**config.mk**
```make
export PLATFORM = sky130hd
export DESIGN_NAME = chien_search_ctrl
export DESIGN_NICKNAME = d
export VERILOG_FILES = /design/src/rtl/chien_search_ctrl.sv
export SDC_FILE = /design/constraint.sdc
export NUM_CORES = 1
export LEC_CHECK = 0
export BUFFER_PORTS_ARGS = -buffer_cell sky130_fd_sc_hd__buf_4
export CORE_ASPECT_RATIO = 1.5
export CORE_MARGIN = 4
export CORE_UTILIZATION = 55
export DETAILED_ROUTE_END_ITERATION = 12
export GPL_TIMING_DRIVEN = 0
export PLACE_DENSITY = 0.93
export SLEW_MARGIN = 10
export SYNTH_ARGS = -nofsm -noshare
export SYNTH_HDL_FRONTEND = slang
export SYNTH_SLANG_ARGS = --single-unit
```
**constraint.sdc**
```tcl
create_clock -name CLK -period 3.05 [get_ports CLK]
set_input_delay 0.1525 -clock CLK [delete_from_list [all_inputs] [get_ports CLK]]
set_output_delay 0.1525 -clock CLK [all_outputs]
set_load 0.02 [all_outputs]
```
**src/rtl/chien_search_ctrl.sv**
```systemverilog
// Chien search sequencer for RS(15,11) over GF(16), t=2: loads the cells, then evaluates Lambda(alpha^i) for i=1..15.
// Latency: START accepted -> DONE 17 cycles; START is ignored while BUSY or in FINISH (no queueing).
module chien_search_ctrl #(
    parameter int N       = 15,
    parameter int MAX_ERR = 2
) (
    input  logic         CLK,
    input  logic         RESET,
    input  logic         START,
    input  logic [1:0]   LAMBDA_DEG,
    input  logic [3:0]   CHIEN_0,
    input  logic [3:0]   CHIEN_1,
    input  logic [3:0]   CHIEN_2,
    output logic         CONTROL,
    output logic         BUSY,
    output logic         ERR_VALID,
    output logic [3:0]   ERR_POS,
    output logic [N-1:0] ERR_MASK,
    output logic [1:0]   ERR_COUNT,
    output logic         DONE,
    output logic         FAIL
);

    typedef enum logic [1:0] {
        ST_IDLE   = 2'd0,
        ST_LOAD   = 2'd1,
        ST_SEARCH = 2'd2,
        ST_FINISH = 2'd3
    } state_t;

    localparam logic [1:0] MAX_ERR_W = 2'(MAX_ERR);
    localparam logic [3:0] LAST_I    = 4'(N);

    state_t         state_q, state_d;
    logic [3:0]     i_q, i_d;
    logic [1:0]     deg_q, deg_d;
    logic           err_valid_q, err_valid_d;
    logic [3:0]     err_pos_q, err_pos_d;
    logic [N-1:0]   err_mask_q, err_mask_d;
    logic [1:0]     err_count_q, err_count_d;
    logic           done_q, done_d;
    logic           fail_q, fail_d;
    logic [3:0]     syn;

    assign syn = CHIEN_0 ^ CHIEN_1 ^ CHIEN_2;

    always_comb begin
        state_d     = state_q;
        i_d         = i_q;
        deg_d       = deg_q;
        err_valid_d = 1'b0;
        err_pos_d   = err_pos_q;
        err_mask_d  = err_mask_q;
        err_count_d = err_count_q;
        done_d      = 1'b0;
        fail_d      = fail_q;
        case (state_q)
            ST_IDLE: begin
                if (START) begin
                    state_d     = ST_LOAD;
                    deg_d       = LAMBDA_DEG;
                    err_mask_d  = '0;
                    err_count_d = 2'd0;
                    fail_d      = 1'b0;
                end
            end
            ST_LOAD: begin
                state_d = ST_SEARCH;
                i_d     = 4'd1;
            end
            ST_SEARCH: begin
                if (syn == 4'd0) begin
                    err_valid_d = 1'b1;
                    // 15 - i wraps i=15 onto position 0 naturally.
                    err_pos_d   = 4'd15 - i_q;
                    err_mask_d[err_pos_d] = 1'b1;
                    if (err_count_q != 2'd3)
                        err_count_d = err_count_q + 2'd1;
                end
                i_d = i_q + 4'd1;
                if (i_q == LAST_I) begin
                    state_d = ST_FINISH;
                    i_d     = 4'd0;
                    done_d  = 1'b1;
                    // Uses the count including a possible root at i=15.
                    fail_d  = (err_count_d != deg_q) || (deg_q > MAX_ERR_W);
                end
            end
            ST_FINISH: begin
                state_d = ST_IDLE;
            end
            default: state_d = ST_IDLE;
        endcase
    end

    always_ff @(posedge CLK or posedge RESET) begin
        if (RESET) begin
            state_q     <= ST_IDLE;
            i_q         <= 4'd0;
            deg_q       <= 2'd0;
            err_valid_q <= 1'b0;
            err_pos_q   <= 4'd0;
            err_mask_q  <= '0;
            err_count_q <= 2'd0;
            done_q      <= 1'b0;
            fail_q      <= 1'b0;
        end else begin
            state_q     <= state_d;
            i_q         <= i_d;
            deg_q       <= deg_d;
            err_valid_q <= err_valid_d;
            err_pos_q   <= err_pos_d;
            err_mask_q  <= err_mask_d;
            err_count_q <= err_count_d;
            done_q      <= done_d;
            fail_q      <= fail_d;
        end
    end

    assign CONTROL   = (state_q == ST_LOAD);
    assign BUSY      = (state_q == ST_LOAD) || (state_q == ST_SEARCH);
    assign ERR_VALID = err_valid_q;
    assign ERR_POS   = err_pos_q;
    assign ERR_MASK  = err_mask_q;
    assign ERR_COUNT = err_count_q;
    assign DONE      = done_q;
    assign FAIL      = fail_q;

endmodule

```
==> key figures <==
Floorplan
  – Die span in x: 52.6 um
  – Io pins: 43
  – Rows: 24
  – Core area: 2880 um^2
  – Die area: 3940 um^2
  – Starting Density: 56.9%
  – Chip height: 74.9 um

Placement
  – PortBufs: 42
  – Routability cong.: 0.827
  – DP Cell Count: 225
  – Post-DP HPWL: 3090 um

Routing
  – Post-route antenna net violation count: 0
  – Routed vias: 1366
  – Drt drc: 0
  – Drt total wl: 4070 um
  – DR WL/cell: 17.6 um
  – Detailed Routing Iterations Pass 1: 4
  – Avg Vias per Cell: 5.89
  – DRT iter0 DRCs: 72

Clock network
  – Sinks on Clock Net: 32
  – Clk slew on worst S/H paths: 0.06 ns
  – CTS Hold Bufs: 0
  – Clock latency on the worst-skew pair: 0.29 ns
  – Clock root cell: clkbuf_8
  – Post-CTS sizing: 0
  – Post-CTS Setup Bufs: 0
  – H-tree levels: 2
  – CTS tree: yes
  – Num CTS Buffers: 5
  – Clock Path Buffers: 2

Synthesis
  – Top cell type's share of synthesized area: 48.8%
  – Synth Cell Area: 1640 um^2
  – Synth unique cells: 30
  – Syn Inst Count: 144
  – Seq/Total Area, Yosys: 48.8%
  – Synth Register Bits: 32
  – Avg Inst Size Synth: 11.4 um^2
  – Top post-synthesis cells by area: dfrtp_1 49%, a41oi_1 7.5%, ha_1 6.1%, xor3_1 5.8%, nor2_1 5.0%
  – Syn Nets: 169
  – Yosys warning count: 0
  – Area leader, netlist: dfrtp_1

Cells and area
  – Share of cells above drive strength 1: 30.1%
  – Core Util, Final: 72.3%
  – Area Overhead vs Synth: 26.9%
  – Fin nets: 218
  – Layout Cells excl Fill: 232
  – Antenna diodes: 0
  – Fill count: 219

Worst setup path
  – Critical path class: register to register
  – Top fanout value on the critical path: 10
  – Critical Path AT: 2.38 ns
  – Cells along the critical path: inv_1 > ha_1 > nor2b_1 > nor2_1 > clkbuf_1 > a41oi_1 > nor2_1
  – CP endpoint kind: register
  – Crit path top cell by count: nor2_1
  – Worst Path Required: 3.26 ns
  – Crit-path max cell delay: 0.43 ns
  – Critical-path top delay cell: nor2_1
  – Setup crit start kind: register

Global route
  – Initial antenna violation count: 0
  – First-pass GRT wire length: 6550 um
  – Grt total ovfl: 0
  – GRT Total Usage: 23.1%
  – Vias in the first global route: 1421
  – Pin count of the biggest net entering global routing: 33

Timing
  – Post-layout min period: 2.17 ns
  – Final Max Tran Viols: 0
  – Setup Skew: 0.00412 ns
  – Fin. Hold Viols: 0
  – Setup total negative slack: 0 ns
  – Slew HR: 26.6%
  – Max Fclk: 0.461 GHz
  – Tcrit/Tclk final: 71.1%
  – Final setup fails: 0
  – Final hold slack: 0.00791 ns
  – Slew @ Worst Pin: 1.09 ns
  – Unrepaired setup endpoints after global routing: no

Pwr
  – Pwr Density: 854 nW/um^2
  – Max VDD drop: 0.000617 V
  – LEAKAGE: 1.04 nW
  – Tot Pwr: 0.00178 W

Min path
  – Worst hold path type: input port to asynchronous set/reset pin

Job
  – Max-Cap Viols: 0

Status
  – Status: finished, final reports clean
[power breakdown]
part / internal [W] / switching [W] / total (W)
combinational: 0.000334 / 0.000527 / 0.000861
sequential: 0.000523 / 0.0000917 / 0.000614
clock: 0.000155 / 0.000149 / 0.000303
[metrics by stage]
stage / setup WS (ns) / cell area (um^2)
after floorplan: 1.35 / 1640
after global placement: 1.08 / 2010
after detailed placement: 0.980 / 2010
after CTS: 0.913 / 2080
after global routing: 0.685 / 2080
final: 0.882 / 2080
[Yosys cell counts (all sizes together)]
library cell / instances
a32o: 2
o21ai: 7
and3: 2
buf: 1
o32ai: 1
inv: 10
and2: 1
ha: 8
nor4bb: 2
nor4: 1
nor3b: 1
nand3: 2
nand2: 6
a31oi: 2
xor3: 4
clkbuf: 4
nor3: 2
o41ai: 1
a41oi: 14
nor4b: 1
o32a: 1
mux2i: 3
a21oi: 4
mux2: 6
nand2b: 1
dfrtp: 32
nor2b: 2
nor2: 22
xor2: 1
[final timing paths]
path / from / endpoint / slack (ns) / cells past startpoint
worst min register to register: FAIL / FAIL / 0.51 / 1
worst max-delay path: state_q[0] / ERR_MASK[4] / 0.88 / 7
max in group asynchronous: RESET / ERR_MASK[9] / 2.54 / 2
worst min-delay path: RESET / ERR_POS[2] / 0.008 / 2
min in group CLK: LAMBDA_DEG[0] / deg_q[0] / 0.10 / 2
worst max register to register: state_q[0] / ERR_MASK[4] / 0.88 / 7
[area by class of cell]
class	count	area [um^2]	share of cell area, %
multi-input combinational	97	781	37.5
buffer	5	22.5	1.08
inverter	10	37.5	1.80
clock inverter	1	5.00	0.240
clock buffer	6	72.6	3.48
sequential	32	801	38.4
tap	39	48.8	2.34
timing repair buffer	42	315	15.1
[logic make-up after synthesis]
group / count (synthesis) / share of synthesized area, %
AO/OA/AOI/OAI: 32 / 15.6
XOR/XNOR: 5 / 6.33
adder cells (fa/ha/maj): 8 / 6.10
buffers and inverters: 15 / 3.66
flip-flops: 32 / 48.8
multiplexers: 9 / 5.94
AND/OR/NAND/NOR: 43 / 13.6
[sequential cells by signal, indices dropped and copies added, names as in the netlist]
register	cells
DONE	1
state_q	2
deg_q	2
ERR_VALID	1
FAIL	1
ERR_COUNT	2
ERR_POS	4
i_q	4
ERR_MASK	15
[placed cells by master (no fill, tap or decap)]
cell,n
nand2b_1,1
o21ai_0,7
nor3b_1,1
xor2_1,1
nor4bb_1,2
o41ai_4,1
clkinv_2,1
inv_1,9
a32o_1,2
buf_4,43
and2_1,1
nand3_1,2
nand2_2,1
nor3_1,2
o32a_1,1
ha_1,8
dfrtp_1,32
a31oi_1,2
xor3_1,4
a21oi_1,4
nor2_1,22
clkinv_1,1
mux2_2,6
o32ai_1,1
mux2i_1,3
clkbuf_8,5
clkbuf_1,5
and3_1,2
nor2b_1,2
nor4b_1,1
nor4_4,1
a41oi_1,14
nand2_1,5
[critical path: cells and delay by family (launching register included)]
kind	cells	cell delay, ns
buffers and inverters	2	0.51
adders and majority gates	1	0.25
and+or+nand+nor	3	0.75
DFF	1	0.37
AOI/OAI and AO/OA	1	0.21
[routing by layer]
metal | vias up | share of wire (%) | track usage [%]
met4 | 0 | 2.0 | 11.9
met5 | - | 0 | 0
met2 | 65 | 56 | 42.4
met3 | 8 | 8.0 | 7.72
li1 | 624 | - | -
met1 | 669 | 34 | 22.3
Power figures use the tool's default switching activity.
